### src/rtl/filter_pkg.sv
// Shared types, constants and the round/saturate helper for the biquad sequencer.
package filter_pkg;

  localparam int DATA_W         = 16;
  localparam int COEF_W         = 16;
  localparam int COEF_FRAC      = 14;
  localparam int ACC_W          = 40;
  localparam int TAPS_PER_STAGE = 5;

  typedef logic signed [DATA_W-1:0] sample_t;
  typedef logic signed [COEF_W-1:0] coef_t;
  typedef logic signed [ACC_W-1:0]  acc_t;

  typedef enum logic [2:0] {B0, B1, B2, NA1, NA2} tap_e;
  typedef enum logic [1:0] {IDLE, MAC, WB, DONE} state_e;

  localparam coef_t COEF_ONE    = coef_t'(16384);
  // Half an output LSB, so the arithmetic shift rounds half-up.
  localparam acc_t  ROUND_CONST = acc_t'(1) << (COEF_FRAC - 1);
  localparam acc_t  SAMPLE_MAX  = acc_t'((2 ** (DATA_W - 1)) - 1);
  localparam acc_t  SAMPLE_MIN  = -acc_t'(2 ** (DATA_W - 1));

  typedef struct packed {
    sample_t value;
    logic    clip;
  } sat_t;

  // Drop the coefficient fraction and clamp to the sample range.
  function automatic sat_t sat_round(input acc_t acc);
    acc_t shifted;
    sat_t res;
    shifted = acc >>> COEF_FRAC;
    if (shifted > SAMPLE_MAX) begin
      res.value = sample_t'(SAMPLE_MAX);
      res.clip  = 1'b1;
    end else if (shifted < SAMPLE_MIN) begin
      res.value = sample_t'(SAMPLE_MIN);
      res.clip  = 1'b1;
    end else begin
      res.value = shifted[DATA_W-1:0];
      res.clip  = 1'b0;
    end
    return res;
  endfunction

endpackage

### src/rtl/biquad_mac.sv
// Shared multiply-accumulate: signed sample x coefficient product into a wide accumulator.
module biquad_mac
  import filter_pkg::*;
(
  input  logic    clk,
  input  logic    reset_n,
  input  sample_t a_i,
  input  coef_t   b_i,
  input  logic    load_i,
  input  acc_t    load_val_i,
  input  logic    acc_en_i,
  output acc_t    acc_o
);

  localparam int PROD_W = DATA_W + COEF_W;

  logic signed [PROD_W-1:0] prod;
  acc_t                     acc_q;

  assign prod  = PROD_W'(a_i) * PROD_W'(b_i);
  assign acc_o = acc_q;

  // Load wins over accumulate so a new stage always starts from the rounding constant.
  always_ff @(posedge clk or negedge reset_n) begin
    if (!reset_n) begin
      acc_q <= '0;
    end else if (load_i) begin
      acc_q <= load_val_i;
    end else if (acc_en_i) begin
      acc_q <= acc_q + acc_t'(prod);
    end
  end

endmodule

### src/rtl/biquad_sequencer.sv
// Runs NUM_STAGES cascaded direct-form-I biquads on one shared MAC, one sample at a time.
//
// state | meaning
// IDLE  | ready for a sample; pending coefficient swap is applied here
// MAC   | one tap per cycle, B0..NA2, for the current stage
// WB    | round/saturate, update stage history, advance stage or finish
// DONE  | out_valid/clip presented for one cycle
module biquad_sequencer
  import filter_pkg::*;
#(
  parameter  int NUM_STAGES = 2,
  localparam int NUM_COEF   = TAPS_PER_STAGE * NUM_STAGES,
  localparam int ADDR_W     = $clog2(NUM_COEF)
) (
  input  logic              clk,
  input  logic              reset_n,
  input  sample_t           in_sample,
  input  logic              in_valid,
  output logic              in_ready,
  output sample_t           out_sample,
  output logic              out_valid,
  input  logic              cfg_we,
  input  logic [ADDR_W-1:0] cfg_addr,
  input  coef_t             cfg_data,
  input  logic              cfg_commit,
  output logic              commit_pending,
  output logic              overrun,
  output logic              clip
);

  localparam int                STAGE_W    = (NUM_STAGES > 1) ? $clog2(NUM_STAGES) : 1;
  localparam logic [STAGE_W-1:0] LAST_STAGE = STAGE_W'(NUM_STAGES - 1);
  localparam logic [ADDR_W-1:0]  ADDR_LIMIT = ADDR_W'(NUM_COEF);

  state_e             state_q;
  tap_e               tap_q;
  logic [STAGE_W-1:0] stage_q;
  sample_t            cur_x_q;
  sample_t            x1_q [NUM_STAGES];
  sample_t            x2_q [NUM_STAGES];
  sample_t            y1_q [NUM_STAGES];
  sample_t            y2_q [NUM_STAGES];
  sample_t            out_sample_q;
  logic               out_valid_q;
  logic               clip_q;
  logic               clip_flag_q;
  logic               overrun_q;

  coef_t              shadow_q [NUM_COEF];
  coef_t              active_q [NUM_COEF];
  logic               commit_pending_q;

  logic [ADDR_W-1:0]  coef_idx;
  sample_t            mac_a;
  coef_t              mac_b;
  logic               mac_load;
  logic               mac_acc_en;
  acc_t               mac_acc;
  sat_t               sat_res;

  assign in_ready       = (state_q == IDLE);
  assign out_sample     = out_sample_q;
  assign out_valid      = out_valid_q;
  assign clip           = clip_q;
  assign overrun        = overrun_q;
  assign commit_pending = commit_pending_q;

  assign coef_idx   = ADDR_W'(stage_q) * ADDR_W'(TAPS_PER_STAGE) + ADDR_W'(tap_q);
  assign mac_b      = active_q[coef_idx];
  assign mac_load   = (state_q == IDLE && in_valid) || (state_q == WB && stage_q != LAST_STAGE);
  assign mac_acc_en = (state_q == MAC);
  assign sat_res    = sat_round(mac_acc);

  // Sample operand select: the tap index picks the stage input or one of its history terms.
  always_comb begin
    mac_a = cur_x_q;
    case (tap_q)
      B0:      mac_a = cur_x_q;
      B1:      mac_a = x1_q[stage_q];
      B2:      mac_a = x2_q[stage_q];
      NA1:     mac_a = y1_q[stage_q];
      NA2:     mac_a = y2_q[stage_q];
      default: mac_a = cur_x_q;
    endcase
  end

  biquad_mac u_mac (
    .clk        (clk),
    .reset_n    (reset_n),
    .a_i        (mac_a),
    .b_i        (mac_b),
    .load_i     (mac_load),
    .load_val_i (ROUND_CONST),
    .acc_en_i   (mac_acc_en),
    .acc_o      (mac_acc)
  );

  // Sequencer FSM with history, output and sticky status registers.
  always_ff @(posedge clk or negedge reset_n) begin
    if (!reset_n) begin
      state_q      <= IDLE;
      tap_q        <= B0;
      stage_q      <= '0;
      cur_x_q      <= '0;
      x1_q         <= '{default: '0};
      x2_q         <= '{default: '0};
      y1_q         <= '{default: '0};
      y2_q         <= '{default: '0};
      out_sample_q <= '0;
      out_valid_q  <= 1'b0;
      clip_q       <= 1'b0;
      clip_flag_q  <= 1'b0;
      overrun_q    <= 1'b0;
    end else begin
      out_valid_q <= 1'b0;
      clip_q      <= 1'b0;
      // A sample offered while busy is dropped; only the sticky flag records it.
      if (in_valid && state_q != IDLE) begin
        overrun_q <= 1'b1;
      end
      case (state_q)
        IDLE: begin
          if (in_valid) begin
            cur_x_q     <= in_sample;
            stage_q     <= '0;
            tap_q       <= B0;
            clip_flag_q <= 1'b0;
            state_q     <= MAC;
          end
        end
        MAC: begin
          if (tap_q == NA2) begin
            tap_q   <= B0;
            state_q <= WB;
          end else begin
            tap_q <= tap_e'(tap_q + 3'd1);
          end
        end
        WB: begin
          x2_q[stage_q] <= x1_q[stage_q];
          x1_q[stage_q] <= cur_x_q;
          y2_q[stage_q] <= y1_q[stage_q];
          y1_q[stage_q] <= sat_res.value;
          cur_x_q       <= sat_res.value;
          clip_flag_q   <= clip_flag_q | sat_res.clip;
          if (stage_q == LAST_STAGE) begin
            out_sample_q <= sat_res.value;
            out_valid_q  <= 1'b1;
            clip_q       <= clip_flag_q | sat_res.clip;
            state_q      <= DONE;
          end else begin
            stage_q <= stage_q + 1'b1;
            tap_q   <= B0;
            state_q <= MAC;
          end
        end
        DONE: begin
          state_q <= IDLE;
        end
        default: begin
          state_q <= IDLE;
        end
      endcase
    end
  end

  // Coefficient banks: shadow takes writes any time; active only changes on an IDLE edge
  // with a swap already pending, so a running sample never sees a partial update.
  always_ff @(posedge clk or negedge reset_n) begin
    if (!reset_n) begin
      for (int i = 0; i < NUM_COEF; i++) begin
        shadow_q[ADDR_W'(i)] <= (i % TAPS_PER_STAGE == 0) ? COEF_ONE : '0;
        active_q[ADDR_W'(i)] <= (i % TAPS_PER_STAGE == 0) ? COEF_ONE : '0;
      end
      commit_pending_q <= 1'b0;
    end else begin
      if (cfg_we && cfg_addr < ADDR_LIMIT) begin
        shadow_q[cfg_addr] <= cfg_data;
      end
      if (state_q == IDLE && commit_pending_q) begin
        active_q         <= shadow_q;
        commit_pending_q <= 1'b0;
      end else if (cfg_commit) begin
        commit_pending_q <= 1'b1;
      end
    end
  end

endmodule

### config.mk
export PLATFORM = sky130hd
export DESIGN_NAME = biquad_sequencer
export DESIGN_NICKNAME = d
export VERILOG_FILES = /design/src/rtl/filter_pkg.sv /design/src/rtl/biquad_mac.sv /design/src/rtl/biquad_sequencer.sv
export SDC_FILE = /design/constraint.sdc
export NUM_CORES = 2
export LEC_CHECK = 0
export BUFFER_PORTS_ARGS = -buffer_cell sky130_fd_sc_hd__clkbuf_2
export CORE_MARGIN = 1.5
export CORE_UTILIZATION = 57
export DETAILED_ROUTE_END_ITERATION = 12
export PLACE_DENSITY = 0.85
export SLEW_MARGIN = 20
export SYNTH_ARGS = -nofsm -noshare
export SYNTH_HDL_FRONTEND = slang
export SYNTH_SLANG_ARGS = --single-unit
### constraint.sdc
create_clock -name clk -period 26.2 [get_ports clk]
set_clock_uncertainty 0.1 [all_clocks]
set_input_delay 2.62 -clock clk [delete_from_list [all_inputs] [get_ports clk]]
set_output_delay 2.62 -clock clk [all_outputs]
set_load 0.01 [all_outputs]
==> run_results.csv <==
group,metric,value,unit
detailed_routing,postRouteAntennaNets,0,
logic_synthesis,synth_top_area_cell,"dfrtp_1",
sta,period_share,36.74,%
finish,fin_nets,3436,
placed_design,io_buffers,61,
clock_tree,postCtsResizedCells,0,
finish,drive_gt1_share,19.30,%
clock_tree,numCtsBuffers,50,
clock_tree,cts_setup_buffers,0,
global_route,grtUsageTotal,26.71,%
sta,grt_setup_unrepaired,"no",
logic_synthesis,synth_area_leaders,"dfrtp_1 33%, fa_1 20%, mux2_2 10%, edfxtp_1 5.7%, inv_1 4.7%",
die,chipHeight,245.8,um
logic_synthesis,synthArstFlopShare,87.57,%
logic_synthesis,synth_ff_type,"dfrtp_1",
clock_tree,clock_latency,0.63,ns
detailed_routing,drtPass1Iterations,5,
die,rows,88,
logic_synthesis,synth.ff_latch_count,515,
logic_synthesis,synth_top_cell_area_share,33.30,%
die,ioPinCount,62,
detailed_routing,drtIter0Drc,1903,
sta,drv_slew,0,
logic_synthesis,ys_top_cells_by_count,"447 x dfrtp_1, 419 x inv_1, 331 x fa_1, 308 x mux2_2, 308 x nand2_1",
die,dieWidth,245.8,um
logic_synthesis,ys_types,72,
sta,final-hold-violation-count,0,
setup_path,arrival,10.06,ns
clock_tree,cts_max_path_buffers,3,
logic_synthesis,synth_most_common_cell,"dfrtp_1",
logic_synthesis,synthCells,2935,
clock_tree,cts.sinks,515,
sta,setup_tns,0,ns
min_path,hold_class,"reg2reg",
clock_tree,cts_max_level,2,
clock_tree,cts-root-buf,"clkbuf_16",
setup_path,critical_path.slowest_cell,"xor2_4",
clock_tree,clk_pin_slew,0.07,ns
logic_synthesis,avgSynthCellArea,11.44,um^2
sta,clock.fmax,103.9,MHz
setup_path,crit_fanout,19,
global_route,grt.overflow.total,0,
logic_synthesis,synth-edff-count,64,
setup_path,critPathMaxStageDelay,0.84,ns
logic_synthesis,syn_area,0.03359,mm^2
detailed_routing,drcViolationCount,0,
finish,syn2layout_area_growth,8.165,%
setup_path,cpMostUsedCell,"fa_1",
detailed_routing,postRouteWirelength,78040,um
global_route,grt_pass1_wl,126700,um
die,core,0.05803,mm^2
clock_tree,postCtsHoldBufs,0,
outcome,status,"completed",
finish,antenna_cells,0,
sta,worst_pin_slew,1.129,ns
sta,max-slew-margin-rel,24.72,%
detailed_routing,vias,22180,
setup_path,worst-setup-path-type,"reg2reg",
detailed_routing,wire_per_inst,20.82,um
global_route,grt_pass1_vias,23800,
logic_synthesis,yosysWarnings,0,
global_route,grt_max_degree,111,
sta,setup_viol,0,
run,drv_cap,0,
placed_design,gp_congestion,0.9156,
global_route,antenna_found_initial,1,
placed_design,dp_hpwl,54520,um
die,initial_core_util,57.89,%
sta,min_period,9.626,ns
die,die_area,0.06040,mm^2
setup_path,crit_path_start_kind,"register",
clock_tree,cts_tree,"done",
logic_synthesis,synth_nets,3429,
setup_path,crit_path_end_kind,"register",
logic_synthesis,yosysSeqAreaShare,39.33,%
detailed_routing,viasPerCell,5.917,
setup_path,critPathRequiredTime,26.64,ns
[per-layer routing]
metal	GRT usage (%)	routed length [um]	vias up
met3	5.577	6888	208
met4	9.257	2464	2
li1	-	-	9634
met2	43.54	37520	994
met1	35.66	31150	11350
met5	0	13	-
[kinds of logic after synthesis]
group,Yosys count,share of synthesized area [%]
flops,515,39.33
buf+inv,564,6.541
simple gates,615,7.692
fa+ha+maj,453,24.27
xor+xnor,35,0.9685
compound gates,345,6.686
mux,408,14.51
[cell usage in the layout, fill, tap and decap left out, drive strengths merged, types with 6 or more instances in the layout]
master  instances
dfrtp         447
a21oi          68
inv           423
xor2           15
a22o           11
xnor2          20
o21ai          99
mux2i          68
a31oi           6
nand2b         14
o22a           24
nor3            9
a221oi         15
clkinv         13
buf            40
fa            331
mux4           32
nand2         309
or2            20
o22ai          33
edfxtp         64
nor2b           9
clkbuf        132
ha            122
nor2          205
and3            8
mux2          308
a211oi          7
a22oi          20
nand3           8
a21o           30
[state kept, by name, indices dropped and copies added, names as in the netlist]
| name | count |
|---|---|
| x1_q | 32 |
| y1_q | 32 |
| u_mac.acc_o | 40 |
| tap_q | 3 |
| commit_pending | 1 |
| state_q | 2 |
| y2_q | 32 |
| stage_q | 1 |
| cur_x_q | 16 |
| x2_q | 32 |
| shadow_q | 160 |
| overrun | 1 |
| clip | 1 |
| out_valid | 1 |
| clip_flag_q | 1 |
| active_q | 160 |
[final cells by class]
cell class	count	area, um^2
Timing Repair Buffer	100	631.9
Multi-Input combinational cell	1856	18250
Inverter	419	1573
Sequential cell	515	13220
Clock inverter	22	267.8
Clock buffer	72	1435
Fill cell	4152	21690
Tap cell	765	957.2
[through the flow]
step           hold slack [ns]  utilization [%]  cell area (um^2)  std cells  setup WS (ns)
2_1_floorplan           0.3003                -             33590       2935          17.72
3_3_place_gp            0.3002            59.61             34590       3653          16.87
3_5_place_dp            0.3045            59.61             34590       3653          16.66
4_1_cts                 0.3184            62.54             36290       3747          16.55
5_1_grt                 0.3229            62.62             36330       3749          16.02
6_report                0.3187            62.62             36330       3749          16.57
[critical path: cells and delay by family (launching register included)]
kind,cells,cell delay [ns]
adder cells (fa/ha/maj),9,4.27
AND/OR/NAND/NOR,7,1.97
AO/OA/AOI/OAI,6,1.31
XOR/XNOR,1,0.84
flip-flops,1,0.57
buffers and inverters,5,0.45
[final timing paths]
check | start | depth (start not counted) | slack [ns] | endpoint
hold / removal | shadow_q[11] | 0 | 0.32 | active_q[11]
min in group asynchronous | reset_n | 1 | 1.96 | x2_q[30]
setup reg to reg | stage_q | 28 | 16.57 | u_mac.acc_o[39]
max in group asynchronous | reset_n | 4 | 21.22 | active_q[152]
hold reg to reg | shadow_q[11] | 0 | 0.32 | active_q[11]
setup / recovery | stage_q | 28 | 16.57 | u_mac.acc_o[39]
Power is left out: the tool's default activity adds up to more than one toggle a clock period on the data nets, which glitch-free logic cannot reach.
